<file path="src/rtl/mem_wb_skid_reg.sv">
// Elastic MEM->WB pipeline register with a 2-entry skid buffer (head H + skid S),
// flush, write-back value mux, occupancy report and a saturating stall counter.
module mem_wb_skid_reg #(
    parameter int DATA_W = 32,
    parameter int DEST_W = 4,
    parameter int CNT_W  = 16
) (
    input  logic              clk,
    input  logic              rst,
    input  logic              flush,
    input  logic              in_valid,
    output logic              in_ready,
    input  logic              wb_en_in,
    input  logic              mem_r_en_in,
    input  logic [DATA_W-1:0] alu_result_in,
    input  logic [DATA_W-1:0] data_memory_out_in,
    input  logic [DEST_W-1:0] dest_in,
    output logic              out_valid,
    input  logic              out_ready,
    output logic              wb_en,
    output logic              mem_r_en,
    output logic [DATA_W-1:0] alu_result,
    output logic [DATA_W-1:0] data_memory_out,
    output logic [DEST_W-1:0] dest,
    output logic [DATA_W-1:0] wb_value,
    output logic [1:0]        occupancy,
    output logic [CNT_W-1:0]  stall_cnt
);

    // Beat layout, MSB first: wb_en, mem_r_en, alu_result, data_memory_out, dest
    localparam int BEAT_W  = 2 + 2 * DATA_W + DEST_W;
    localparam int ALU_HI  = DEST_W + 2 * DATA_W - 1;
    localparam int DMEM_HI = DEST_W + DATA_W - 1;

    typedef enum logic [1:0] {
        ST_EMPTY = 2'd0,
        ST_ONE   = 2'd1,
        ST_FULL  = 2'd2
    } state_t;

    state_t            state_r;
    state_t            state_nxt_s;
    logic              in_ready_r;
    logic [BEAT_W-1:0] head_r;
    logic [BEAT_W-1:0] skid_r;
    logic [BEAT_W-1:0] beat_in_s;
    logic [CNT_W-1:0]  stall_cnt_r;
    logic              accept_s;
    logic              pop_s;
    logic              out_valid_s;
    logic              mem_r_en_s;
    logic              load_h_s;
    logic              load_s_s;
    logic              move_s_s;

    assign beat_in_s   = {wb_en_in, mem_r_en_in, alu_result_in, data_memory_out_in, dest_in};
    assign out_valid_s = (state_r != ST_EMPTY);
    assign accept_s    = in_valid & in_ready_r;
    assign pop_s       = out_valid_s & out_ready;

    // Next-state and register-load selection; flush wins over accept and pop
    always_comb begin
        state_nxt_s = state_r;
        load_h_s    = 1'b0;
        load_s_s    = 1'b0;
        move_s_s    = 1'b0;
        if (flush) begin
            state_nxt_s = ST_EMPTY;
        end else begin
            case (state_r)
                ST_EMPTY: begin
                    if (accept_s) begin
                        load_h_s    = 1'b1;
                        state_nxt_s = ST_ONE;
                    end else begin
                        state_nxt_s = ST_EMPTY;
                    end
                end
                ST_ONE: begin
                    if (accept_s && pop_s) begin
                        load_h_s    = 1'b1;
                        state_nxt_s = ST_ONE;
                    end else if (accept_s) begin
                        load_s_s    = 1'b1;
                        state_nxt_s = ST_FULL;
                    end else if (pop_s) begin
                        state_nxt_s = ST_EMPTY;
                    end else begin
                        state_nxt_s = ST_ONE;
                    end
                end
                ST_FULL: begin
                    if (pop_s) begin
                        move_s_s    = 1'b1;
                        state_nxt_s = ST_ONE;
                    end else begin
                        state_nxt_s = ST_FULL;
                    end
                end
                default: begin
                    state_nxt_s = ST_EMPTY;
                end
            endcase
        end
    end

    // State register and registered in_ready
    always_ff @(posedge clk) begin
        if (!rst) begin
            state_r    <= ST_EMPTY;
            in_ready_r <= 1'b1;
        end else begin
            state_r    <= state_nxt_s;
            in_ready_r <= (state_nxt_s != ST_FULL);
        end
    end

    // Head and skid data registers, loaded only on their own load events
    always_ff @(posedge clk) begin
        if (!rst) begin
            head_r <= {BEAT_W{1'b0}};
            skid_r <= {BEAT_W{1'b0}};
        end else begin
            if (load_h_s) begin
                head_r <= beat_in_s;
            end else if (move_s_s) begin
                head_r <= skid_r;
            end else begin
                head_r <= head_r;
            end
            if (load_s_s) begin
                skid_r <= beat_in_s;
            end else begin
                skid_r <= skid_r;
            end
        end
    end

    // Saturating back-pressure counter; only reset clears it
    always_ff @(posedge clk) begin
        if (!rst) begin
            stall_cnt_r <= {CNT_W{1'b0}};
        end else if (out_valid_s && !out_ready && (stall_cnt_r != {CNT_W{1'b1}})) begin
            stall_cnt_r <= stall_cnt_r + {{(CNT_W-1){1'b0}}, 1'b1};
        end else begin
            stall_cnt_r <= stall_cnt_r;
        end
    end

    // Occupancy decode from the buffer state
    always_comb begin
        occupancy = 2'd0;
        case (state_r)
            ST_EMPTY: occupancy = 2'd0;
            ST_ONE:   occupancy = 2'd1;
            ST_FULL:  occupancy = 2'd2;
            default:  occupancy = 2'd0;
        endcase
    end

    assign mem_r_en_s      = head_r[BEAT_W-2] & out_valid_s;
    assign in_ready        = in_ready_r;
    assign out_valid       = out_valid_s;
    assign wb_en           = head_r[BEAT_W-1] & out_valid_s;
    assign mem_r_en        = mem_r_en_s;
    assign alu_result      = head_r[ALU_HI -: DATA_W];
    assign data_memory_out = head_r[DMEM_HI -: DATA_W];
    assign dest            = out_valid_s ? head_r[DEST_W-1:0] : {DEST_W{1'b0}};
    assign wb_value        = mem_r_en_s ? head_r[DMEM_HI -: DATA_W] : head_r[ALU_HI -: DATA_W];
    assign stall_cnt       = stall_cnt_r;

endmodule

</file>
<file path="config.mk">
export PLATFORM = sky130hd
export DESIGN_NAME = mem_wb_skid_reg
export DESIGN_NICKNAME = d
export VERILOG_FILES = /design/src/rtl/mem_wb_skid_reg.sv
export SDC_FILE = /design/constraint.sdc
export NUM_CORES = 1
export LEC_CHECK = 0
export BUFFER_PORTS_ARGS = -buffer_cell sky130_fd_sc_hd__buf_2
export CAP_MARGIN = 20
export CORE_UTILIZATION = 53
export DETAILED_ROUTE_END_ITERATION = 8
export GPL_TIMING_DRIVEN = 0
export PLACE_DENSITY = 0.79
export SLEW_MARGIN = 15
export SYNTH_ARGS = -nofsm -noshare
export SYNTH_HDL_FRONTEND = slang
export SYNTH_SLANG_ARGS = --single-unit
</file>
<file path="constraint.sdc">
create_clock -name clk -period 2.8 [get_ports clk]
set_input_delay 0.14 -clock clk [delete_from_list [all_inputs] [get_ports clk]]
set_output_delay 0.14 -clock clk [all_outputs]
set_load 0.005 [all_outputs]
</file>
# Word-level counts from Yosys, hierarchy flattened
# Index checks and enable logic that the tools add are counted.
[word_totals] word_cells=43 in_bits=75 out_inout_bits=122 ff_bits=159
[classes] n_eq_ne=4 n_reduce_logical=7 bitwise=4 muxes=22 addsub=1
[ops] cell="$mux 70" n=2
[ops] cell="$mux 32" n=1
[ops] cell="$add 16x1->16 const B" n=1
[ops] cell="$ne 16x16->1 const B" n=1
[ops] cell="$mux 1" n=11
[ops] cell="$mux 2" n=4
[ops] cell="$pmux 2 s3" n=1
[ops] cell="$and 1x1->1" n=4
[ops] cell="$mux 4" n=1
[ops] cell="$pmux 2 s2" n=1
[ops] cell="$reduce_bool 2->1" n=2
[ops] cell="$logic_and 1x1->1" n=3
[ops] cell="$eq 2x1->1 const B" n=1
[ops] cell="$eq 2x2->1 const B" n=1
[ops] cell="$logic_not 2->1" n=1
[ops] cell="$ne 2x2->1 const B" n=1
[ops] cell="$pmux 1 s2" n=1
[ops] cell="$logic_not 1->1" n=1

# Depth between registers and ports, before layout
# Gate-level depths: netlist (run 1).
[logic_depth] ltp_word=8 depth_mapped=10 depth_no_buf=7

# Worst setup path after synthesis (run 1)
# No wires, ideal clock.
[synth_path] path_type="reg2reg" start="reg state_r[0]" end="reg head_r[10]" synth_period_minus_slack_ns=1.917 t_required_ns=2.714 path_stages_with_launch=11 setup_ns=0.086 arrival_ns=1.831 n_path_buf=3 slack_ns=0.883 cell_sequence="dfxtp_1 > nor2_1 > nor2_1 > ha_1 > nand2_1 > a211o_1 > buf_2 > buf_4 > clkbuf_1 > nor2_1 > a211oi_1"
[synth_between] elab_chain_cells=7 word_cells_on_any_way=14 cone_classes="2 x eq/ne; 7 x mux; 1 x bitwise; 4 x reduce/logical"
[synth_rtl] item="start: declaration" line="41" rtl="state_t state_r;"
[synth_rtl] item="start signal: assignment" line="113" rtl="state_r <= state_nxt_s;"
[synth_rtl] item="$reduce_bool 2->1" line="57" rtl="assign out_valid_s = (state_r != ST_EMPTY);"
[synth_rtl] item="$and 1x1->1" line="59" rtl="assign pop_s = out_valid_s & out_ready;"
[synth_rtl] item="$logic_and 1x1->1" line="80" rtl="if (accept_s && pop_s) begin"
[synth_rtl] item="$mux 1" line="80"
[synth_rtl] item="$pmux 1 s2" line="70" rtl="case (state_r)"
[synth_rtl] item="$mux 1" line="67" rtl="if (flush) begin"
[synth_rtl] item="$mux 70 or $reduce_bool 2->1 (tied branches)"
[synth_rtl] item="end signal: assignment" line="125" rtl="head_r <= beat_in_s;"
[synth_rtl] item="end signal: assignment" line="127" rtl="head_r <= skid_r;"
[synth_rtl] item="end signal: assignment" line="129" rtl="head_r <= head_r;"
[synth_rtl] item="end: declaration" line="44" rtl="logic [BEAT_W-1:0] head_r;"
# Several ways; a longest one is shown, not always the timed one.
# A chain may end at the register's enable or synchronous reset.

# Worst setup path after layout (run 1)
[layout_path] start="reg state_r[0]" end="out wb_value[14]"
[layout_between] elab_chain_cells=3
[layout_rtl] item="$reduce_bool 2->1" line="57"
[layout_rtl] item="$and 1x1->1" line="161" rtl="assign mem_r_en_s = head_r[BEAT_W-2] & out_valid_s;"
[layout_rtl] item="$mux 32" line="169" rtl="assign wb_value = mem_r_en_s ? head_r[DMEM_HI -: DATA_W] : head_r[ALU_HI -: DATA_W];"
[layout_rtl] item="end: declaration" line="25" rtl="output logic [DATA_W-1:0] wb_value,"
# No other way between the ends.

==> results of run 1 <==
## worst max-delay path: stages, from the launching register on
cell     delay (ps)
dfxtp_1         370
nor2_2          380
inv_1           120
nand2_1         290
buf_2           370
mux2_2          380
buf_2           140
## sequential cells by signal, summed over array words and instances, names as in the netlist
register   count
in_ready       1
head_r        70
stall_cnt     16
state_r        2
skid_r        70
## power by group
group	internal (W)	switching, W
registers	0.00235	0.0000717
clock network	0.00149	0.000870
logic	0.000364	0.000312
## final cells by class
class / instances / share of cell area (%)
diodes: 1 / 0.0251
clock inverters: 6 / 1.05
repair buffers: 267 / 17.0
inverters: 7 / 0.263
multi-input cells: 555 / 34.1
flip-flops and latches: 159 / 31.9
clock buffers: 25 / 4.97
well taps: 176 / 2.21
plain buffers: 125 / 8.54
## layout by cell type, fill, tap and decap left out, types with 7 or more instances in the layout
cell type,count
a211oi_1,70
a21oi_1,82
buf_12,7
buf_2,207
buf_4,66
clkbuf_1,44
clkbuf_16,17
dfxtp_1,159
dlygate4sd3_1,71
inv_1,7
mux2_2,32
mux2i_1,71
nand2_1,152
nor2_1,74
## timing repair
action | CTS | global route
hold buffers | 71 | 0
setup endpoints to repair | 0 | 44
gates resized for setup | 0 | 1
hold endpoints to repair | 71 | 0
## worst paths after layout
| check | end | startpoint |
|---|---|---|
| max | wb_value[14] | state_r[0] |
| min reg2reg | skid_r[62] | skid_r[62] |
| min | skid_r[66] | alu_result_in[30] |
| max reg2reg | head_r[15] | state_r[0] |
## through the flow
| step | setup slack [ps] | hold slack (ps) | area, µm² |
|---|---|---|---|
| floorplan | 883 | 232 | 7460 |
| global placement | 187 | 393 | 8660 |
| detailed placement | 128 | 397 | 8660 |
| CTS | 9.13 | 3.84 | 9970 |
| global route | 88.2 | 26.0 | 9980 |
| finish | 181 | 10.6 | 9980 |
## per-layer routing
metal | vias up | GRT usage (%) | wire length (µm)
li1 | 3454 | - | -
met1 | 3387 | 38.1 | 9380
met2 | 276 | 51.3 | 10700
met3 | 40 | 4.95 | 1240
met4 | 0 | 11.4 | 427
met5 | - | 0 | 0
## logic make-up (layout without fill, tap and decap cells)
group | after synthesis | in the layout | synth area share, %
flip-flops | 159 | 159 | 42.7
multiplexers | 103 | 103 | 14.4
AO/OA/AOI/OAI | 173 | 173 | 14.6
adder cells (fa/ha/maj) | 3 | 3 | 0.503
other | 0 | 1 | 0
XOR/XNOR | 1 | 1 | 0.117
buffers and inverters | 132 | 430 | 11.8
AND/OR/NAND/NOR | 275 | 275 | 16.0
==> impl_metrics.tcl, run 1 <==
set metrics [dict create \
    multiInputGateArea_um2 3400 \
    seq_area_frac_synth_pct 42.7 \
    timing.final.crit_share_pct 93.5 \
    synth_edf_count 0 \
    ys_ff_latch 159 \
    start_kind "flop" \
    drcViolationCount 0 \
    power_density_nw_per_um2 547 \
    setup-tns-final_ps 0 \
    fmax_ghz 0.382 \
    die_area_um2 14600 \
    core_um2 13500 \
    r2r_cells 10 \
    gp_congestion 0.794 \
    p_leak_nw 4.16 \
    synth_top_area_cell "dfxtp_1" \
    yosys-top-cells-count "dfxtp_1, nand2_1, a21oi_1" \
    placed_cells 1218 \
    numCtsBuffers 17 \
    finalSetupViolations 0 \
    hold_viol 0 \
    grt_pass1_vias 6823 \
    slew_headroom_pct 55.4 \
    dr.pass1.iters 5 \
    yosysMostFrequentCell "dfxtp_1" \
    fin_util_pct 73.9 \
    grt_max_degree 17 \
    drive_above_1_share_pct 30.2 \
    path_clk_slew_ps 60 \
    antenna_left 0 \
    critPathCaptureType "primary output" \
    worst-path-max-fanout 10 \
    final_cells 1321 \
    dpl.hpwl_um 14100 \
    fp.dieH_um 121 \
    antenna_found_initial 0 \
    avgSynthCellArea_um2 8.82 \
    period_needed_ps 2620 \
    syn_to_final_growth_pct 33.7 \
    totalWireLength_um 21700 \
    ff_latch_area_um2 3180 \
    pin_count 197 \
    die_x_um 121 \
    syn_inst 846 \
    nFillCells 991 \
    synth_warnings 0 \
    rows 42 \
    rsz0062_at_grt "no" \
    r2r_slack_ps 280 \
    grt.overflow.total 0 \
    whs_path_depth 3 \
    max-vdd-ir-drop_mv 0.417 \
    hp-class "input pin to flop" \
    worst-endpoint-required_ps 2660 \
    clock_path_buffers 2 \
    fin_skew_ps 6.11 \
    totalPowerFinal_w 0.00546 \
    ys_top_cells_by_area "dfxtp_1, mux2i_1, nand2_1" \
    arrival_ps 2480 \
    grt_pass1_wl_um 34100 \
    track_usage_pct 30.1 \
    drtIter0Drc 530 \
    start_util_pct 55.2 \
    synth_top_flop_cell "dfxtp_1" \
    via_per_inst 5.42 \
    yosys.cell_types.count 44 \
    synth_top_area_share_pct 42.7 \
    nNetsFinal 1210 \
    io_buffers 196 \
    tightest_slew_ps 668 \
    cts_setup_buffers 0 \
    postSynth.asyncResetShare_pct 0 \
    worstSetupPathType "flop to primary output" \
    cts_tree "done" \
    maxSlewViolCount 0 \
    synth_nets 924 \
    cts-root-buf "clkbuf_16" \
    cts.sinks 159 \
    synth_area_um2 7460 \
    vias 7157 \
    maxCapViolCount 0 \
    clkLatencyLatePin_ps 420 \
    status "complete, no violations" \
    drt-wirelength-per-cell_um 16.4 \
    cts_max_level 4 \
]
No activity file was read; power rests on OpenSTA's default activity.
==> run 2: changes to the inputs <==
- clock period: 2.8 -> 2.6 ns (I/O delays scaled with it)
==> run 2 against run 1 <==
Effect of this change:
- sequential power increased by 8%
- non-clock buffer count increased by 1
- routed wire length decreased by 0.22%
- global-route usage increased by 0.11 points
- clock power increased by 8%
- critical path depth unchanged
- design area increased by 0.13%
- setup slack got worse by 42 ps
- clock skew about the same
- count of clock-buffer cells in the layout unchanged
- first-iteration DRC count increased by 11%
- sequential share of layout area about the same
- critical path type unchanged
==> impl_metrics.tcl, run 2 (synthesis gave the netlist of run 1 again) <==
set metrics [dict create \
    status "complete, no violations" \
    slew_headroom_pct 56.8 \
    start_kind "flop" \
    switching_share_pct 23.0 \
    pwr-share-seq_pct 44.4 \
    min_to "in_ready" \
    maxCapViolCount 0 \
    timing.final.crit_share_pct 94.6 \
    totalPowerFinal_w 0.00588 \
    mostFrequentLayoutCell "buf_2" \
    fmax_ghz 0.406 \
    whs_path_depth 5 \
    diodes 0 \
    critPathCaptureType "primary output" \
    finalSetupViolations 0 \
    vias 7134 \
    fin_skew_ps 6.19 \
    worstSetupPathType "flop to primary output" \
    antenna_left 0 \
    maxSlewViolCount 0 \
    via_per_inst 5.40 \
    clkLatencyLatePin_ps 420 \
    dr.pass1.iters 5 \
    switchingPower_w 0.00136 \
    nNetsFinal 1211 \
    drt-wirelength-per-cell_um 16.4 \
    arrival_ps 2330 \
    io_buffers 196 \
    dpl.hpwl_um 14100 \
    comb_power_share_pct 12.4 \
    tightest_slew_ps 647 \
    cts-root-buf "clkbuf_16" \
    mostFrequentLayoutCells "buf_2, dfxtp_1, nand2_1" \
    track_usage_pct 30.2 \
    drive_above_1_share_pct 30.1 \
    fp.dieH_um 121 \
    r2r_cells 10 \
    syn_to_final_growth_pct 33.9 \
    grt_pass1_vias 6819 \
    cts_tree "done" \
    cts_max_level 4 \
    hold_viol 0 \
    gp_congestion 0.794 \
    pin_count 197 \
    worst-endpoint-required_ps 2470 \
    intPower_w 0.00453 \
    cts_setup_buffers 0 \
    timing.rr.end "head_r[15]" \
    die_x_um 121 \
    cts.sinks 159 \
    power_density_nw_per_um2 589 \
    clockPowerShare_pct 43.3 \
    drtIter0Drc 589 \
    worst-path-max-fanout 10 \
    fin_util_pct 74.0 \
    max-vdd-ir-drop_mv 0.450 \
    grt_pass1_wl_um 34200 \
    p_leak_nw 4.17 \
    numCtsBuffers 17 \
    period_needed_ps 2460 \
    totalWireLength_um 21700 \
    core_um2 13500 \
    antenna_found_initial 0 \
    holdWs_ps 190 \
    r2r_slack_ps 220 \
    rsz0062_at_grt "no" \
    rows 42 \
    die_area_um2 14600 \
    start_util_pct 55.2 \
    path_clk_slew_ps 60 \
    clock_path_buffers 2 \
    grt.overflow.total 0 \
    grt_max_degree 17 \
    hp-start "out_ready" \
    nFillCells 989 \
    timing.rr.start "state_r[0]" \
    hp-class "input pin to flop" \
    drcViolationCount 0 \
]
-- run 2: metrics by stage --
stage	area (µm²)	cells	setup slack, ps	setup TNS, ps
after CTS	9990	1321	23.5	0
after global placement	8660	1218	-13.1	-13.1
after floorplan	7460	846	683	0
final	9990	1321	139	0
after detailed placement	8660	1218	-72.4	-419
after global routing	9990	1321	49.2	0
-- run 2: metal layers --
metal  wire [µm]  track usage, %  vias to the layer above  part of all wire [%]
li1            -               -                     3457                     -
met5           0               0                        -                     0
met1        9300            38.6                     3364                    43
met4         451            11.0                        0                   2.1
met3        1190            4.72                       41                   5.5
met2       10700            51.5                      272                    50
-- run 2: cell type report --
class	instances	area (µm²)	area share [%]
buffer	125	852	8.53
clock buffer	25	495	4.96
clock inverter	6	105	1.05
inverter	7	26.3	0.263
multi-input combinational	555	3410	34.1
sequential	159	3180	31.9
tap	176	220	2.20
timing repair buffer	268	1700	17.0
-- run 2: how the worst max path moves through the flow --
stage / startpoint / to / slack [ps] / depth (start not counted)
after global placement: state_r[0] / head_r[1] / -10 / 10
after detailed placement: state_r[0] / head_r[21] / -70 / 10
after global routing: state_r[0] / wb_value[14] / 50 / 6
after floorplan: state_r[0] / head_r[10] / 680 / 10
final: state_r[0] / wb_value[14] / 140 / 6
after CTS: state_r[0] / wb_value[10] / 20 / 6
-- run 2: worst max-delay path: stages (launching register included) --
cell,delay [ps]
dfxtp_1,380
nor2_4,260
inv_1,100
nand2_1,270
buf_2,360
mux2_2,380
buf_2,140
-- run 2: timing repair --
| item | in CTS | in global routing |
|---|---|---|
| hold endpoints to repair | 81 | 0 |
| gates resized for setup | 1 | 1 |
| hold buffers | 72 | 0 |
| setup endpoints to repair | 55 | 50 |
-- run 2: power groups by stage --
| stage | registers (W) | clock network (W) | logic, W |
|---|---|---|---|
| floorplan | 0.00263 | 0 | 0.000371 |
| global placement | 0.00266 | 0 | 0.000612 |
| detailed placement | 0.00266 | 0 | 0.000621 |
| CTS | 0.00261 | 0.00255 | 0.000713 |
| global route | 0.00262 | 0.00267 | 0.000790 |
| finish | 0.00261 | 0.00255 | 0.000729 |
